===== src/rtl/mips_multicycle_ctrl.sv =====
// Multicycle MIPS control unit: main sequencing FSM plus the ALU decoder.
// Instructions are walked through fetch, decode, execute, memory and
// writeback over several cycles. EXECUTE is stretched for mul until the
// multiplier has had MUL_LATENCY cycles. Undefined opcode/funct values
// either enter a sticky TRAP or are dropped as a nop (TRAP_ON_ILLEGAL).
//
// Ports
//   clk, rst     : rising-edge clock, asynchronous active-high reset
//   opcode       : instr[31:26] from the instruction register
//   funct        : instr[5:0] from the instruction register
//   zero         : ALU zero flag (only used for the beq PC write)
//   pc_en        : PC write enable
//   iord         : memory address select (0 = PC, 1 = ALUOut)
//   mem_write    : data memory write
//   ir_write     : instruction register load
//   reg_dst      : write register select (0 = rt, 1 = rd)
//   mem_to_reg   : writeback select (0 = ALUOut, 1 = memory data)
//   reg_write    : register file write
//   alu_src_a    : ALU A select (0 = PC, 1 = A)
//   alu_src_b    : ALU B select (00 B, 01 4, 10 SignImm, 11 SignImm<<2)
//   alu_control  : 000 and, 001 or, 010 add, 100 sub, 101 mul, 110 slt
//   pc_src       : PC source (00 ALUResult, 01 ALUOut, 10 jump target)
//   state        : current state code, for debug
//   illegal      : sticky trap flag
module mips_multicycle_ctrl #(
    parameter int unsigned MUL_LATENCY     = 3,
    parameter bit          TRAP_ON_ILLEGAL = 1'b1
) (
    input  logic       clk,
    input  logic       rst,
    input  logic [5:0] opcode,
    input  logic [5:0] funct,
    input  logic       zero,
    output logic       pc_en,
    output logic       iord,
    output logic       mem_write,
    output logic       ir_write,
    output logic       reg_dst,
    output logic       mem_to_reg,
    output logic       reg_write,
    output logic       alu_src_a,
    output logic [1:0] alu_src_b,
    output logic [2:0] alu_control,
    output logic [1:0] pc_src,
    output logic [3:0] state,
    output logic       illegal
);

    // Four bits hold MUL_LATENCY-2 for the whole legal range 1..15.
    localparam int unsigned CNT_W = 4;
    localparam logic [CNT_W-1:0] MUL_LOAD =
        (MUL_LATENCY > 1) ? CNT_W'(MUL_LATENCY - 2) : '0;

    localparam logic [5:0] OP_RTYPE = 6'b000000;
    localparam logic [5:0] OP_J     = 6'b000010;
    localparam logic [5:0] OP_BEQ   = 6'b000100;
    localparam logic [5:0] OP_ADDI  = 6'b001000;
    localparam logic [5:0] OP_LW    = 6'b100011;
    localparam logic [5:0] OP_SW    = 6'b101011;

    localparam logic [5:0] F_ADD = 6'b100000;
    localparam logic [5:0] F_SUB = 6'b100010;
    localparam logic [5:0] F_AND = 6'b100100;
    localparam logic [5:0] F_OR  = 6'b100101;
    localparam logic [5:0] F_SLT = 6'b101010;
    localparam logic [5:0] F_MUL = 6'b011100;

    localparam logic [2:0] ALU_AND = 3'b000;
    localparam logic [2:0] ALU_OR  = 3'b001;
    localparam logic [2:0] ALU_ADD = 3'b010;
    localparam logic [2:0] ALU_SUB = 3'b100;
    localparam logic [2:0] ALU_MUL = 3'b101;
    localparam logic [2:0] ALU_SLT = 3'b110;

    typedef enum logic [3:0] {
        S_BOOT    = 4'd0,
        S_FETCH   = 4'd1,
        S_DECODE  = 4'd2,
        S_MEMADR  = 4'd3,
        S_MEMRD   = 4'd4,
        S_MEMWB   = 4'd5,
        S_MEMWR   = 4'd6,
        S_EXECUTE = 4'd7,
        S_MULWAIT = 4'd8,
        S_ALUWB   = 4'd9,
        S_BRANCH  = 4'd10,
        S_ADDIEX  = 4'd11,
        S_ADDIWB  = 4'd12,
        S_JUMP    = 4'd13,
        S_TRAP    = 4'd14
    } state_t;

    // Where an undefined opcode/funct sends the FSM.
    localparam state_t ILLEGAL_NEXT = TRAP_ON_ILLEGAL ? S_TRAP : S_FETCH;

    state_t           state_q;
    logic [CNT_W-1:0] mul_cnt;
    logic             illegal_q;
    logic             is_sw_q;
    logic [2:0]       funct_alu;
    logic             funct_ok;

    // ALU decoder for R-type funct; unknown funct falls back to add.
    always_comb begin
        funct_alu = ALU_ADD;
        funct_ok  = 1'b1;
        case (funct)
            F_ADD:   funct_alu = ALU_ADD;
            F_SUB:   funct_alu = ALU_SUB;
            F_AND:   funct_alu = ALU_AND;
            F_OR:    funct_alu = ALU_OR;
            F_SLT:   funct_alu = ALU_SLT;
            F_MUL:   funct_alu = ALU_MUL;
            default: funct_ok  = 1'b0;
        endcase
    end

    // State sequencing, mul wait counter and sticky trap flag.
    // lw/sw is latched in DECODE so opcode is not looked at again in MEMADR.
    always_ff @(posedge clk or posedge rst) begin
        if (rst) begin
            state_q   <= S_BOOT;
            mul_cnt   <= '0;
            illegal_q <= 1'b0;
            is_sw_q   <= 1'b0;
        end else begin
            case (state_q)
                S_BOOT:   state_q <= S_FETCH;
                S_FETCH:  state_q <= S_DECODE;
                S_DECODE: begin
                    is_sw_q <= (opcode == OP_SW);
                    case (opcode)
                        OP_LW, OP_SW: state_q <= S_MEMADR;
                        OP_RTYPE:     state_q <= S_EXECUTE;
                        OP_BEQ:       state_q <= S_BRANCH;
                        OP_ADDI:      state_q <= S_ADDIEX;
                        OP_J:         state_q <= S_JUMP;
                        default: begin
                            state_q   <= ILLEGAL_NEXT;
                            illegal_q <= TRAP_ON_ILLEGAL;
                        end
                    endcase
                end
                S_MEMADR: state_q <= is_sw_q ? S_MEMWR : S_MEMRD;
                S_MEMRD:  state_q <= S_MEMWB;
                S_MEMWB:  state_q <= S_FETCH;
                S_MEMWR:  state_q <= S_FETCH;
                S_EXECUTE: begin
                    if (!funct_ok) begin
                        state_q   <= ILLEGAL_NEXT;
                        illegal_q <= TRAP_ON_ILLEGAL;
                    end else if ((funct == F_MUL) && (MUL_LATENCY > 1)) begin
                        // EXECUTE counts as the first mul cycle.
                        mul_cnt <= MUL_LOAD;
                        state_q <= S_MULWAIT;
                    end else begin
                        state_q <= S_ALUWB;
                    end
                end
                S_MULWAIT: begin
                    if (mul_cnt == '0) begin
                        state_q <= S_ALUWB;
                    end else begin
                        mul_cnt <= mul_cnt - CNT_W'(1);
                    end
                end
                S_ALUWB:  state_q <= S_FETCH;
                S_BRANCH: state_q <= S_FETCH;
                S_ADDIEX: state_q <= S_ADDIWB;
                S_ADDIWB: state_q <= S_FETCH;
                S_JUMP:   state_q <= S_FETCH;
                S_TRAP:   state_q <= S_TRAP;
                default:  state_q <= S_FETCH;
            endcase
        end
    end

    // Moore output decode from the state register; pc_en in BRANCH follows zero.
    always_comb begin
        pc_en       = 1'b0;
        iord        = 1'b0;
        mem_write   = 1'b0;
        ir_write    = 1'b0;
        reg_dst     = 1'b0;
        mem_to_reg  = 1'b0;
        reg_write   = 1'b0;
        alu_src_a   = 1'b0;
        alu_src_b   = 2'b00;
        alu_control = ALU_ADD;
        pc_src      = 2'b00;
        case (state_q)
            S_FETCH: begin
                alu_src_b = 2'b01;
                ir_write  = 1'b1;
                pc_en     = 1'b1;
            end
            S_DECODE: alu_src_b = 2'b11;
            S_MEMADR: begin
                alu_src_a = 1'b1;
                alu_src_b = 2'b10;
            end
            S_MEMRD: iord = 1'b1;
            S_MEMWB: begin
                mem_to_reg = 1'b1;
                reg_write  = 1'b1;
            end
            S_MEMWR: begin
                iord      = 1'b1;
                mem_write = 1'b1;
            end
            S_EXECUTE: begin
                alu_src_a   = 1'b1;
                alu_control = funct_alu;
            end
            S_MULWAIT: begin
                alu_src_a   = 1'b1;
                alu_control = ALU_MUL;
            end
            S_ALUWB: begin
                reg_dst   = 1'b1;
                reg_write = 1'b1;
            end
            S_BRANCH: begin
                alu_src_a   = 1'b1;
                alu_control = ALU_SUB;
                pc_src      = 2'b01;
                pc_en       = zero;
            end
            S_ADDIEX: begin
                alu_src_a = 1'b1;
                alu_src_b = 2'b10;
            end
            S_ADDIWB: reg_write = 1'b1;
            S_JUMP: begin
                pc_src = 2'b10;
                pc_en  = 1'b1;
            end
            default: ;
        endcase
    end

    assign state   = state_q;
    assign illegal = illegal_q;

endmodule


===== config.mk =====
export PLATFORM = sky130hd
export DESIGN_NAME = mips_multicycle_ctrl
export DESIGN_NICKNAME = d
export VERILOG_FILES = /design/src/rtl/mips_multicycle_ctrl.sv
export SDC_FILE = /design/constraint.sdc
export NUM_CORES = 1
export LEC_CHECK = 0
export BUFFER_PORTS_ARGS = -buffer_cell sky130_fd_sc_hd__buf_4
export CAP_MARGIN = 30
export CORE_ASPECT_RATIO = 1.4
export CORE_MARGIN = 5
export CORE_UTILIZATION = 46
export CTS_CLUSTER_DIAMETER = 200
export CTS_CLUSTER_SIZE = 30
export DETAILED_ROUTE_END_ITERATION = 12
export HOLD_SLACK_MARGIN = 0.12
export PLACE_DENSITY_LB_ADDON = 0.08
export SYNTH_ARGS = -nofsm -noshare
export SYNTH_HDL_FRONTEND = slang
export SYNTH_SLANG_ARGS = --single-unit

===== constraint.sdc =====
create_clock -name clk -period 3.3 [get_ports clk]
set_clock_uncertainty 0.05 [all_clocks]
set_input_delay 0.495 -clock clk [delete_from_list [all_inputs] [get_ports clk]]
set_output_delay 0.495 -clock clk [all_outputs]
set_load 0.02 [all_outputs]

==> impl_metrics.json <==
{
  "status": "complete, no violations",
  "drive_gt1_share_pct": 30.7,
  "power.share.clock_pct": 10.8,
  "synth_edf_count": 0,
  "avgViaCountPerCell": 5.89,
  "slowest_stage": "dfrtp_1",
  "cts-root-buf": "clkbuf_4",
  "crit_arrival_ps": 1970,
  "fin_setup_tns_ps": 0,
  "layoutNonFillerInstCount": 171,
  "critical-path-max-stage-delay_ps": 570,
  "maxClockFrequency_ghz": 0.398,
  "h-tree-depth": 1,
  "fp.coreArea_um2": 1970,
  "clk_pin_slew_worst_paths_ps": 70,
  "grt_max_degree": 20,
  "worstPathCellList": "and2b_1 > nand3_1 > o41ai_1 > a31oi_1 > buf_4",
  "period_minus_slack_ps": 2510,
  "post_cts_buffers": 0,
  "dp.cells": 167,
  "crit_fanout": 19,
  "hp-class": "input port to asynchronous set/reset pin",
  "setup_slack_ps": 790,
  "crit_type": "register to output pin",
  "syn_to_final_growth_pct": 29.4,
  "seqPwrFrac_pct": 28.8,
  "slew_headroom_pct": 64.7,
  "numClockSinks": 10,
  "comb_power_share_pct": 60.5,
  "grt_pass1_vias": 974,
  "synth_nets": 134,
  "finalMaxSlewViolations": 0,
  "cts_tree": "yes",
  "dieArea_um2": 3120,
  "setup-violations-final": 0,
  "p_int_mw": 0.518,
  "fin_area_um2": 1240,
  "syn_avg_cell_area_um2": 8.14,
  "antenna_cells": 0,
  "num_vias": 1008,
  "netlist_area_um2": 961,
  "cts_resized": 0,
  "required_ps": 2750,
  "io-pin-count": 35,
  "p_leak_nw": 0.567,
  "worst_slew_pin_slew_ps": 529,
  "critPathLaunchType": "register",
  "io_buffers": 34,
  "seq_area_um2": 250,
  "dp_hpwl_um": 2020,
  "wl_um": 2480,
  "ys_ff_latch": 10,
  "critPathTopFamily": "flip-flops",
  "start_util_pct": 48.7,
  "peakVddDrop_uv": 518,
  "grt_antenna_before_repair": 0,
  "cts_made_buffers": 3,
  "synth_async_sr_flop_share_pct": 100,
  "p_per_area_nw_per_um2": 812,
  "ys.warnings.count": 0,
  "grt.total_usage_pct": 16.3,
  "drtIter0Drc": 24,
  "rows": 19,
  "n_fill_cell": 205,
  "ys_seq_area_share_pct": 26.0,
  "finalHoldViolCount": 0,
  "nNetsFinal": 167,
  "drt_pass1_iterations": 4,
  "die_x_um": 48.6,
  "wl_per_cell_um": 14.5,
  "grt.overflow.total": 0,
  "hold_buffers": 0,
  "multiInputGateArea_um2": 657,
  "sw_frac_of_total_pct": 48.7,
  "fin_crit_sh_pct": 76.1,
  "cts_buffer_depth": 2,
  "hold_ws_ps": 147,
  "p_switching_mw": 0.492,
  "cp.buffers_inverters": 1,
  "globalplace.congestion": 0.815,
  "post-route-util_pct": 63.0,
  "place_area_um2": 1210,
  "fp.dieH_um": 64.1,
  "cp-end-kind": "output pin",
  "dpl_worst_slack_ps": 1090,
  "synth_cell_types": 50,
  "worstSkewPairLatency_ps": 260,
  "rsz0062_at_grt": "false",
  "synth_ff_type": "dfrtp_1",
  "drtAntennaViolNets": 0,
  "power_mw": 1.01,
  "syn_inst": 118,
  "drc_errors": 0,
  "grt_pass1_wl_um": 4270,
  "maxCapViolations": 0
}
==> power groups by stage <==
stage | clock network (mW) | registers, mW | logic, mW
after floorplan | 0 | 0.253 | 0.445
after global placement | 0 | 0.286 | 0.606
after detailed placement | 0 | 0.291 | 0.618
after CTS | 0.112 | 0.290 | 0.619
after global routing | 0.121 | 0.306 | 0.670
final | 0.109 | 0.291 | 0.611
==> cells in the mapped netlist, types with 2 or more instances <==
cell	n	share of area [%]
a21o_1	2	1.6
a21oi_1	4	2.1
nor3_1	7	3.6
inv_1	5	2.0
clkbuf_1	3	1.2
nand3_1	5	2.6
a211oi_1	2	1.6
nand3b_1	3	2.3
nor2_1	11	4.3
xor2_1	2	1.8
mux2i_1	2	2.1
nor4_1	2	1.3
nor2b_1	5	3.3
dfrtp_1	10	26
a31oi_1	3	2.0
nand2b_1	5	3.3
o21ai_0	5	2.6
nand2_1	10	3.9
==> cell families after synthesis <==
| logic type | after synthesis | share of synthesized area, % |
|---|---|---|
| AND/OR/NAND/NOR | 60 | 36.3 |
| AO/OA/AOI/OAI | 32 | 26.8 |
| buffers and inverters | 11 | 5.60 |
| flip-flops | 10 | 26.0 |
| XOR/XNOR | 2 | 1.82 |
| multiplexers | 2 | 2.08 |
| adder cells (fa/ha/maj) | 1 | 1.30 |
==> layer usage <==
metal,vias up,global-route usage (%),part of all wire (%)
met4,0,3.03,0.52
met2,28,30.7,53
met5,-,0,0
met1,475,17.7,40
met3,3,5.12,6.8
li1,502,-,-
==> sequential cells by signal (all words and copies together) (netlist names) <==
signal   cells
mul_cnt      4
state        4
illegal      1
is_sw_q      1
==> worst paths after layout <==
| kind | start | to | slack (ps) | cells past startpoint |
|---|---|---|---|---|
| max | state[3]$_DFFE_PP0P_ | alu_control[1] | 790 | 5 |
| max in group asynchronous | rst | state[0]$_DFFE_PP0P_ | 2790 | 2 |
| max reg2reg | state[3]$_DFFE_PP0P_ | mul_cnt[3]$_DFFE_PP0P_ | 1470 | 4 |
| min reg2reg | illegal$_DFFE_PP0P_ | illegal$_DFFE_PP0P_ | 430 | 1 |
| min in group clk | illegal$_DFFE_PP0P_ | illegal$_DFFE_PP0P_ | 430 | 1 |
| min | rst | mul_cnt[3]$_DFFE_PP0P_ | 150 | 2 |
==> area by class of cell <==
cell class / count / share of cell area (%)
sequential: 10 / 20.1
inverter: 5 / 1.51
timing repair buffer: 34 / 20.5
clock buffer: 4 / 2.92
tap: 21 / 2.11
multi-input combinational: 97 / 52.8
==> worst reg2reg max path, delay by kind of cell, from the launching register on <==
kind | cells | cell delay (ps)
DFF | 1 | 670
AOI/OAI and AO/OA | 3 | 570
and+or+nand+nor | 1 | 420
==> cells in the final DEF (no fill, tap or decap), types with 2 or more instances in the layout <==
cell type	n
nor2b_1	5
nand3_1	5
xor2_1	2
dfrtp_1	10
nor4_1	2
nor2_1	11
mux2i_1	2
a21oi_1	4
buf_4	34
inv_1	5
nor3_1	7
nand2_1	10
a211oi_1	2
nand2b_1	5
a21o_1	2
o21ai_0	5
a31oi_1	3
clkbuf_4	3
nand3b_1	3
Power figures use the tool's default switching activity.
